**config.mk**
```make
export PLATFORM = sky130hd
export DESIGN_NAME = imem_loader_flat
export DESIGN_NICKNAME = d
export VERILOG_FILES = /design/src/rtl/imem_loader_if.sv /design/src/rtl/imem_loader.sv /design/src/flat_wrapper.sv
export SDC_FILE = /design/constraint.sdc
export NUM_CORES = 1
export LEC_CHECK = 0
export ABC_AREA = 0
export CAP_MARGIN = 20
export CELL_PAD_IN_SITES_DETAIL_PLACEMENT = 0
export CELL_PAD_IN_SITES_GLOBAL_PLACEMENT = 2
export CORE_MARGIN = 2
export CORE_UTILIZATION = 32
export DETAILED_ROUTE_END_ITERATION = 8
export PLACE_DENSITY_LB_ADDON = 0.2
export SLEW_MARGIN = 20
export SYNTH_ARGS = -nofsm -noshare
export SYNTH_HDL_FRONTEND = slang
export SYNTH_SLANG_ARGS = --single-unit
```
**constraint.sdc**
```tcl
create_clock -name clk -period 2.5 [get_ports clk]
set_input_delay 0.5 -clock clk [delete_from_list [all_inputs] [get_ports clk]]
set_output_delay 0.5 -clock clk [all_outputs]
set_load 0.1 [all_outputs]
```
**src/rtl/imem_loader_if.sv**
```systemverilog
// Byte-stream input and instruction-memory write port of the boot loader.
// master = stream source / memory side, slave = the loader.
interface imem_loader_if #(
  parameter int ADDR_W = 8
) ();
  logic              in_valid;
  logic [7:0]        in_data;
  logic              in_ready;
  logic              mem_we;
  logic [ADDR_W-1:0] mem_addr;
  logic [31:0]       mem_wdata;

  modport master (
    output in_valid, in_data,
    input  in_ready, mem_we, mem_addr, mem_wdata
  );

  modport slave (
    input  in_valid, in_data,
    output in_ready, mem_we, mem_addr, mem_wdata
  );
endinterface

```
**src/rtl/imem_loader.sv**
```systemverilog
// Boot loader: packs a length-prefixed byte stream into 32-bit LE words for the
// instruction memory and holds the core in reset until done. Optional trailing
// XOR checksum byte enabled by defining IMEM_LOADER_CHECKSUM_EN.
module imem_loader #(
  parameter int ADDR_W    = 8,
  parameter int MEM_WORDS = 256
) (
  input  logic        clk,
  input  logic        rst,
  imem_loader_if.slave bus,
  output logic        core_rst,
  output logic        busy,
  output logic        done,
  output logic        err
);

  typedef enum logic [2:0] {
    S_HDR0, S_HDR1, S_DATA, S_CSUM, S_DONE, S_ERR
  } state_e;

  localparam logic [16:0] MAX_N = 17'(MEM_WORDS);

  state_e            state_q;
  logic [15:0]       n_q;
  logic [15:0]       idx_q;
  logic [1:0]        byte_cnt_q;
  logic [23:0]       asm_q;
  logic              mem_we_q;
  logic [ADDR_W-1:0] mem_addr_q;
  logic [31:0]       mem_wdata_q;
  logic              core_rst_q;
  logic              busy_q;
  logic              done_q;
  logic              err_q;
`ifdef IMEM_LOADER_CHECKSUM_EN
  logic [7:0]        csum_q;
`endif

  logic              ready;
  logic              accept;
  logic [15:0]       n_hdr_d;
  logic [31:0]       word_d;
  logic              last_word;

  assign ready     = (state_q == S_HDR0) || (state_q == S_HDR1) ||
                     (state_q == S_DATA) || (state_q == S_CSUM);
  assign accept    = bus.in_valid && ready;
  assign n_hdr_d   = {bus.in_data, n_q[7:0]};
  // Bytes arrive LSB first, so the newest byte is always the top of the word.
  assign word_d    = {bus.in_data, asm_q};
  assign last_word = (idx_q == n_q - 16'd1);

  always_ff @(posedge clk) begin
    if (rst) begin
      state_q     <= S_HDR0;
      n_q         <= '0;
      idx_q       <= '0;
      byte_cnt_q  <= '0;
      asm_q       <= '0;
      mem_we_q    <= 1'b0;
      mem_addr_q  <= '0;
      mem_wdata_q <= '0;
      core_rst_q  <= 1'b1;
      busy_q      <= 1'b0;
      done_q      <= 1'b0;
      err_q       <= 1'b0;
`ifdef IMEM_LOADER_CHECKSUM_EN
      csum_q      <= '0;
`endif
    end else begin
      mem_we_q <= 1'b0;
      case (state_q)
        S_HDR0: begin
          if (accept) begin
            n_q[7:0] <= bus.in_data;
            busy_q   <= 1'b1;
            state_q  <= S_HDR1;
          end
        end
        S_HDR1: begin
          if (accept) begin
            n_q        <= n_hdr_d;
            idx_q      <= '0;
            byte_cnt_q <= '0;
            if (n_hdr_d == 16'd0) begin
`ifdef IMEM_LOADER_CHECKSUM_EN
              state_q    <= S_CSUM;
`else
              state_q    <= S_DONE;
              done_q     <= 1'b1;
              busy_q     <= 1'b0;
              core_rst_q <= 1'b0;
`endif
            end else if ({1'b0, n_hdr_d} > MAX_N) begin
              state_q <= S_ERR;
              err_q   <= 1'b1;
              busy_q  <= 1'b0;
            end else begin
              state_q <= S_DATA;
            end
          end
        end
        S_DATA: begin
          if (accept) begin
`ifdef IMEM_LOADER_CHECKSUM_EN
            csum_q <= csum_q ^ bus.in_data;
`endif
            if (byte_cnt_q == 2'd3) begin
              mem_we_q    <= 1'b1;
              mem_addr_q  <= idx_q[ADDR_W-1:0];
              mem_wdata_q <= word_d;
              idx_q       <= idx_q + 16'd1;
              byte_cnt_q  <= '0;
              if (last_word) begin
`ifdef IMEM_LOADER_CHECKSUM_EN
                state_q    <= S_CSUM;
`else
                state_q    <= S_DONE;
                done_q     <= 1'b1;
                busy_q     <= 1'b0;
                core_rst_q <= 1'b0;
`endif
              end
            end else begin
              asm_q      <= {bus.in_data, asm_q[23:8]};
              byte_cnt_q <= byte_cnt_q + 2'd1;
            end
          end
        end
        S_CSUM: begin
`ifdef IMEM_LOADER_CHECKSUM_EN
          if (accept) begin
            busy_q <= 1'b0;
            if (bus.in_data == csum_q) begin
              state_q    <= S_DONE;
              done_q     <= 1'b1;
              core_rst_q <= 1'b0;
            end else begin
              state_q <= S_ERR;
              err_q   <= 1'b1;
            end
          end
`else
          state_q <= S_ERR;
          err_q   <= 1'b1;
          busy_q  <= 1'b0;
`endif
        end
        S_DONE: state_q <= S_DONE;
        S_ERR:  state_q <= S_ERR;
        default: begin
          state_q <= S_ERR;
          err_q   <= 1'b1;
          busy_q  <= 1'b0;
        end
      endcase
    end
  end

  assign bus.in_ready  = ready;
  assign bus.mem_we    = mem_we_q;
  assign bus.mem_addr  = mem_addr_q;
  assign bus.mem_wdata = mem_wdata_q;
  assign core_rst      = core_rst_q;
  assign busy          = busy_q;
  assign done          = done_q;
  assign err           = err_q;

endmodule

```
**src/flat_wrapper.sv**
```systemverilog
// flat-port wrapper written by rule: the top's interface ports become plain ports
module imem_loader_flat 
#(
  parameter int ADDR_W    = 8,
  parameter int MEM_WORDS = 256
)
  (clk, rst, core_rst, busy, done, err, bus_in_valid, bus_in_data, bus_in_ready, bus_mem_we, bus_mem_addr, bus_mem_wdata);
  imem_loader_if #(.ADDR_W(ADDR_W)) bus_i ();
  input  logic clk;
  input  logic rst;
  output logic core_rst;
  output logic busy;
  output logic done;
  output logic err;
  input wire logic [$bits(bus_i.in_valid)-1:0] bus_in_valid;
  input wire logic [$bits(bus_i.in_data)-1:0] bus_in_data;
  output wire logic [$bits(bus_i.in_ready)-1:0] bus_in_ready;
  output wire logic [$bits(bus_i.mem_we)-1:0] bus_mem_we;
  output wire logic [$bits(bus_i.mem_addr)-1:0] bus_mem_addr;
  output wire logic [$bits(bus_i.mem_wdata)-1:0] bus_mem_wdata;
  assign bus_i.in_valid = bus_in_valid;
  assign bus_i.in_data = bus_in_data;
  assign bus_in_ready = bus_i.in_ready;
  assign bus_mem_we = bus_i.mem_we;
  assign bus_mem_addr = bus_i.mem_addr;
  assign bus_mem_wdata = bus_i.mem_wdata;
  imem_loader #(.ADDR_W(ADDR_W), .MEM_WORDS(MEM_WORDS)) u_core (.clk(clk), .rst(rst), .bus(bus_i), .core_rst(core_rst), .busy(busy), .done(done), .err(err));
endmodule
```
Word-level counts from Yosys, hierarchy flattened. Cells that the tools add are included. W data, S select, Z words.

$add $sub $neg: 3. Multiply operators: 0. Div/mod/pow operators: 0. Magnitude comparators: 1. Eq/ne operators: 16. Shifts and indexed selects: 0. Mux-type cells: 40. Bitwise gates (word level): 6. Reductions and logical operators: 20.

Operator list (number): $mux W16 (3); $pmux W16 S2 (1); $mux W3 (7); $mux W1 (18); $add A16 B1 Y16 const B (1); $eq A16 B16 Y1 (1); $gt A16 B9 Y1 const B (1); $logic_not A16 Y1 (1); $pmux W8 S2 (1); $sub A16 B1 Y16 const B (1); $pmux W3 S4 (1); $reduce_and A3 Y1 (4); $mux W8 (1); $ne A2 B1 Y1 const B (4); $ne A2 B2 Y1 const B (4); $reduce_and A4 Y1 (2); $reduce_and A7 Y1 (1); $eq A3 B2 Y1 const B (2); $eq A3 B3 Y1 const B (2); $mux W2 (3); $not A1 Y1 (6); $pmux W1 S2 (3); $reduce_and A6 Y1 (1); $reduce_and A5 Y1 (1); other kinds (14) (16).

Register bits: 106. Latch bits: 0. RAM bits: 0. Memory bits (read-only): 0. Input port bits: 11. Output and inout port bits: 46. Logic and storage cells: 99. Memories: 0.

Depth between registers and ports, before layout. Gate-level depths: netlist (run 1).

Word-level depth: 7. Depth in mapped cells: 10. Gate-level depth less buffers: 9.

Worst setup path before layout (run 1). OpenSTA, ideal clock, no wires.

Path type: register to register. Start point: register u_core.n_q[0]. End point: register u_core.state_q[2]. Library setup time: 0.059 ns. Arrival: 2.219 ns. Path slack: 0.222 ns. Cell stages (with the launch flop): 11. Path buffers: 1. Period minus slack after synthesis: 2.278 ns. Path through: dfxtp_1 inv_1 ha_1 buf_2 or3b_1 nor4_1 o211ai_1 a2111oi_0 nand4_1 o21ai_2 o211a_1.

Word-level cells in the longest chain between the ends: 5.

Ends and longest elaborated chain: start: declaration (line imem_loader.sv:24) `logic [15:0] n_q;`; start signal: assignment (line imem_loader.sv:75) `n_q[7:0] <= bus.in_data;`; start signal: assignment (line imem_loader.sv:82) `n_q <= n_hdr_d;`; parallel branches: the longest is 5 deep, another holds $sub A16 B1 Y16; end signal: assignment (line imem_loader.sv:77) `state_q <= S_HDR1;`; end signal: assignment (line imem_loader.sv:89) `state_q <= S_DONE;`; end signal: assignment (line imem_loader.sv:95) `state_q <= S_ERR;`; end: declaration (line imem_loader.sv:23) `state_e state_q;`.

Several ways; the timed one is not identified. The select of a mux whose other input is x is not followed. A chain may end at the register's enable or synchronous reset.

Worst setup path in the final report (run 1). Same ends and word-level chain as after synthesis.

==> flow_summary.yaml, run 1 <==
run_status:
  status: "completed"
timing:
  fin_worst_skew_ps: 12.5
  rsz0062_at_grt: "no"
  fin_crit_ps: 2330
  finalSetupViolations: 0
  slew_viol_final: 0
  hold_violations: 0
  slew_headroom: 0.653
  max_freq_mhz: 429
  tns_ps: 0
  finalCritPeriodShare: 0.932
  worst_slew_pin_slew_ps: 519
  timing.final.ws_setup_ps: 169
setup_path:
  cp_max_fo: 5
  cp_slowest_stage_delay_ps: 430
  worstPathCellList: "inv_1, ha_1, or3b_4, nor4_2, o211ai_1, a2111oi_2, nand4_1, o21ai_4, o211a_1"
  critPathRequiredTime_ps: 2810
  crit_arrival_ps: 2640
  r2r_setup_slack_ps: 170
  startpoint_type: "register"
  end_kind: "register"
  path_class: "register to register"
  cpMaxStageDelayCell: "or3b_4"
clock_tree:
  clock_sinks: 106
  htreeDepth: 3
  clkTransAtPathRegs_ps: 80
  clk_path_buf_depth: 2
  cts_buffers: 9
  cts_setup_buffers: 0
  clk_latency_ps: 360
  cts_tree: "built"
  cts.hold.buffers_added: 0
  ctsRootBufferMaster: "clkbuf_16"
  ctsResizeCount: 0
power:
  power.internal_w: 0.00271
  p_sw_frac: 0.263
  irDropWorstVdd_uv: 364
  clkPwrFrac: 0.406
  p_leak_nw: 2.16
  p_switching_w: 0.000964
  p_total_w: 0.00367
  pwr-share-seq: 0.474
  power_density_nw_per_um2: 642
  comb_power_share: 0.120
finish:
  fillCellCount: 1491
  stdcell_count: 840
  nNetsFinal: 670
  final_cell_area_sq_um: 5720
  antenna_cells: 0
  area_delta_synth_final_pct: 25.3
  drive_gt1_frac: 0.164
floorplanning:
  coreArea_sq_um: 13900
  rows: 43
  fp.dieArea_sq_um: 15200
  fp.dieW_um: 123
  start_util: 0.329
  ios: 57
  die_h_um: 123
synthesis:
  ys_types: 50
  avgSynthCellArea_sq_um: 7.76
  netlist_area_sq_um: 4560
  synth_top_family_by_area: "simple AND/OR/NAND/NOR gates"
  ys_seq_elements: 106
  synth.mux.area_fraction: 0
  synth-compound-area-share: 0.148
  ys_seq_area_frac: 0.465
  synthFlopType: "dfxtp_1"
  synth-xor-area-share: 0.0691
  yosysWarnings: 0
  synth_cells: 588
  yosys.area_share.simple: 0.267
  syn-num-nets: 603
  synth-edff-count: 0
  synthArstFlopShare: 0
  synthAdderAreaFrac: 0.0110
drt:
  wl_met1_um: 6240
  routedWlPerCell_um: 15.1
  drc_errors: 0
  wl_met2_um: 5830
  vias_per_cell: 4.86
  drt_iter0_markers: 206
  routed_wl_um: 12700
  dr_wl_met3_um: 460
  antenna_left: 0
  top_layer_used: "met4"
  drt_pass1_iterations: 5
  vias: 4080
grt:
  grt_max_degree: 67
  grt_overflow: 0
  antenna_found_initial: 0
  grt_pass1_wl_um: 20500
  grtUsageTotal: 0.178
  grt_pass1_vias: 3905
hold_path:
  hold_path_class: "register to register"
placement:
  place.gp.congestion: 0.821
  port_buffers: 56
  dpl_cell_area_sq_um: 5380
  dpl_worst_slack_ps: 71.8
  place_hpwl_um: 9100
  dpl.cell_count: 824
run:
  cap_viol_max_count: 0
[final timing paths]
check / from / endpoint / cells past startpoint
max: u_core.n_q[0]$_SDFFE_PP0P_ / u_core.state_q[2]$_SDFFE_PP0P_ / 9
min: u_core.asm_q[5]$_SDFFE_PP0P_ / u_core.bus.mem_wdata[5]$_SDFFE_PP0P_ / 2
max reg2reg: u_core.n_q[0]$_SDFFE_PP0P_ / u_core.state_q[2]$_SDFFE_PP0P_ / 9
min reg2reg: u_core.asm_q[5]$_SDFFE_PP0P_ / u_core.bus.mem_wdata[5]$_SDFFE_PP0P_ / 2
[placed cells by master (no fill, tap or decap), types with 5 or more instances in the layout]
cell type	count
nand2_1	182
dfxtp_1	106
a21oi_1	91
buf_4	80
nor2_1	28
xor2_1	20
xnor2_1	16
nand3_1	12
inv_1	10
nor3_1	9
clkbuf_16	9
clkdlybuf4s50_1	9
o21ai_0	8
and3_1	6
nand2b_1	6
nand4_1	5
[cells by family (layout without fill, tap and decap cells)]
logic type / Yosys count / count (layout)
adders and majority gates: 4 / 4
AOI/OAI and AO/OA: 121 / 121
and+or+nand+nor: 275 / 275
buffers and inverters: 46 / 118
xor gates and xnor gates: 36 / 36
DFF: 106 / 106
[worst max-delay path: cells and delay by family (launching register included)]
family,cells,cell delay (ps)
AO/OA/AOI/OAI,4,890
AND/OR/NAND/NOR,3,800
flip-flops,1,310
adder cells (fa/ha/maj),1,220
buffers and inverters,1,70
[through the flow]
stage	hold WS, ps	util
after floorplan	432	-
after global placement	437	0.387
after detailed placement	447	0.387
after CTS	457	0.410
after global routing	468	0.412
final	452	0.412
[synthesized netlist by cell type (4+ instances only)]
cell      count  area (sq um)
xnor2_1      16           140
nand2_1     182           683
a21oi_1      91           455
nand2b_1      6          37.5
o21ai_0       8          40.0
nor2_1       28           105
dfxtp_1     106          2120
ha_1          4          50.1
inv_1        10          37.5
xor2_1       20           175
nor3_1        9          45.0
nor4_1        5          31.3
and3_1        6          37.5
nand3_1      12          60.1
nand4_1       5          31.3
clkbuf_1     31           116
[power groups by stage]
stage                     logic (W)  clock network [W]  registers, W
after floorplan            0.000264                  0       0.00179
after global placement     0.000429                  0       0.00178
after detailed placement   0.000432                  0       0.00178
after CTS                  0.000433            0.00153       0.00174
after global routing       0.000487            0.00161       0.00174
final                      0.000441            0.00149       0.00174
[layout make-up]
class,count,area (sq um),share of cell area
multi-input cells,436,2280,0.400
flip-flops and latches,106,2120,0.371
repair buffers,92,736,0.129
clock buffers,10,239,0.0418
well taps,180,225,0.0394
clock inverters,6,72.6,0.0127
inverters,10,37.5,0.00657
[flip-flops by register name, summed over array words and instances (netlist names)]
signal and flops:
u_core.asm_q 24, u_core.bus.mem_addr 8, u_core.bus.mem_wdata 32, u_core.bus.mem_we 1, u_core.busy 1, u_core.byte_cnt_q 2, u_core.core_rst 1, u_core.done 1
u_core.err 1, u_core.idx_q 16, u_core.n_q 16, u_core.state_q 3
[routing by layer]
| metal | track usage | up-vias |
|---|---|---|
| li1 | - | 2096 |
| met1 | 0.237 | 1904 |
| met2 | 0.287 | 72 |
| met3 | 0.0447 | 8 |
| met4 | 0.0447 | 0 |
| met5 | 0 | - |
No activity file was read; power rests on OpenSTA's default activity.
==> run 2, diff against run 1 <==
- CTS_CLUSTER_DIAMETER: default -> 200
==> results of run 2 <==
The final DEF is identical to that of run 1; final timing and power are the same.
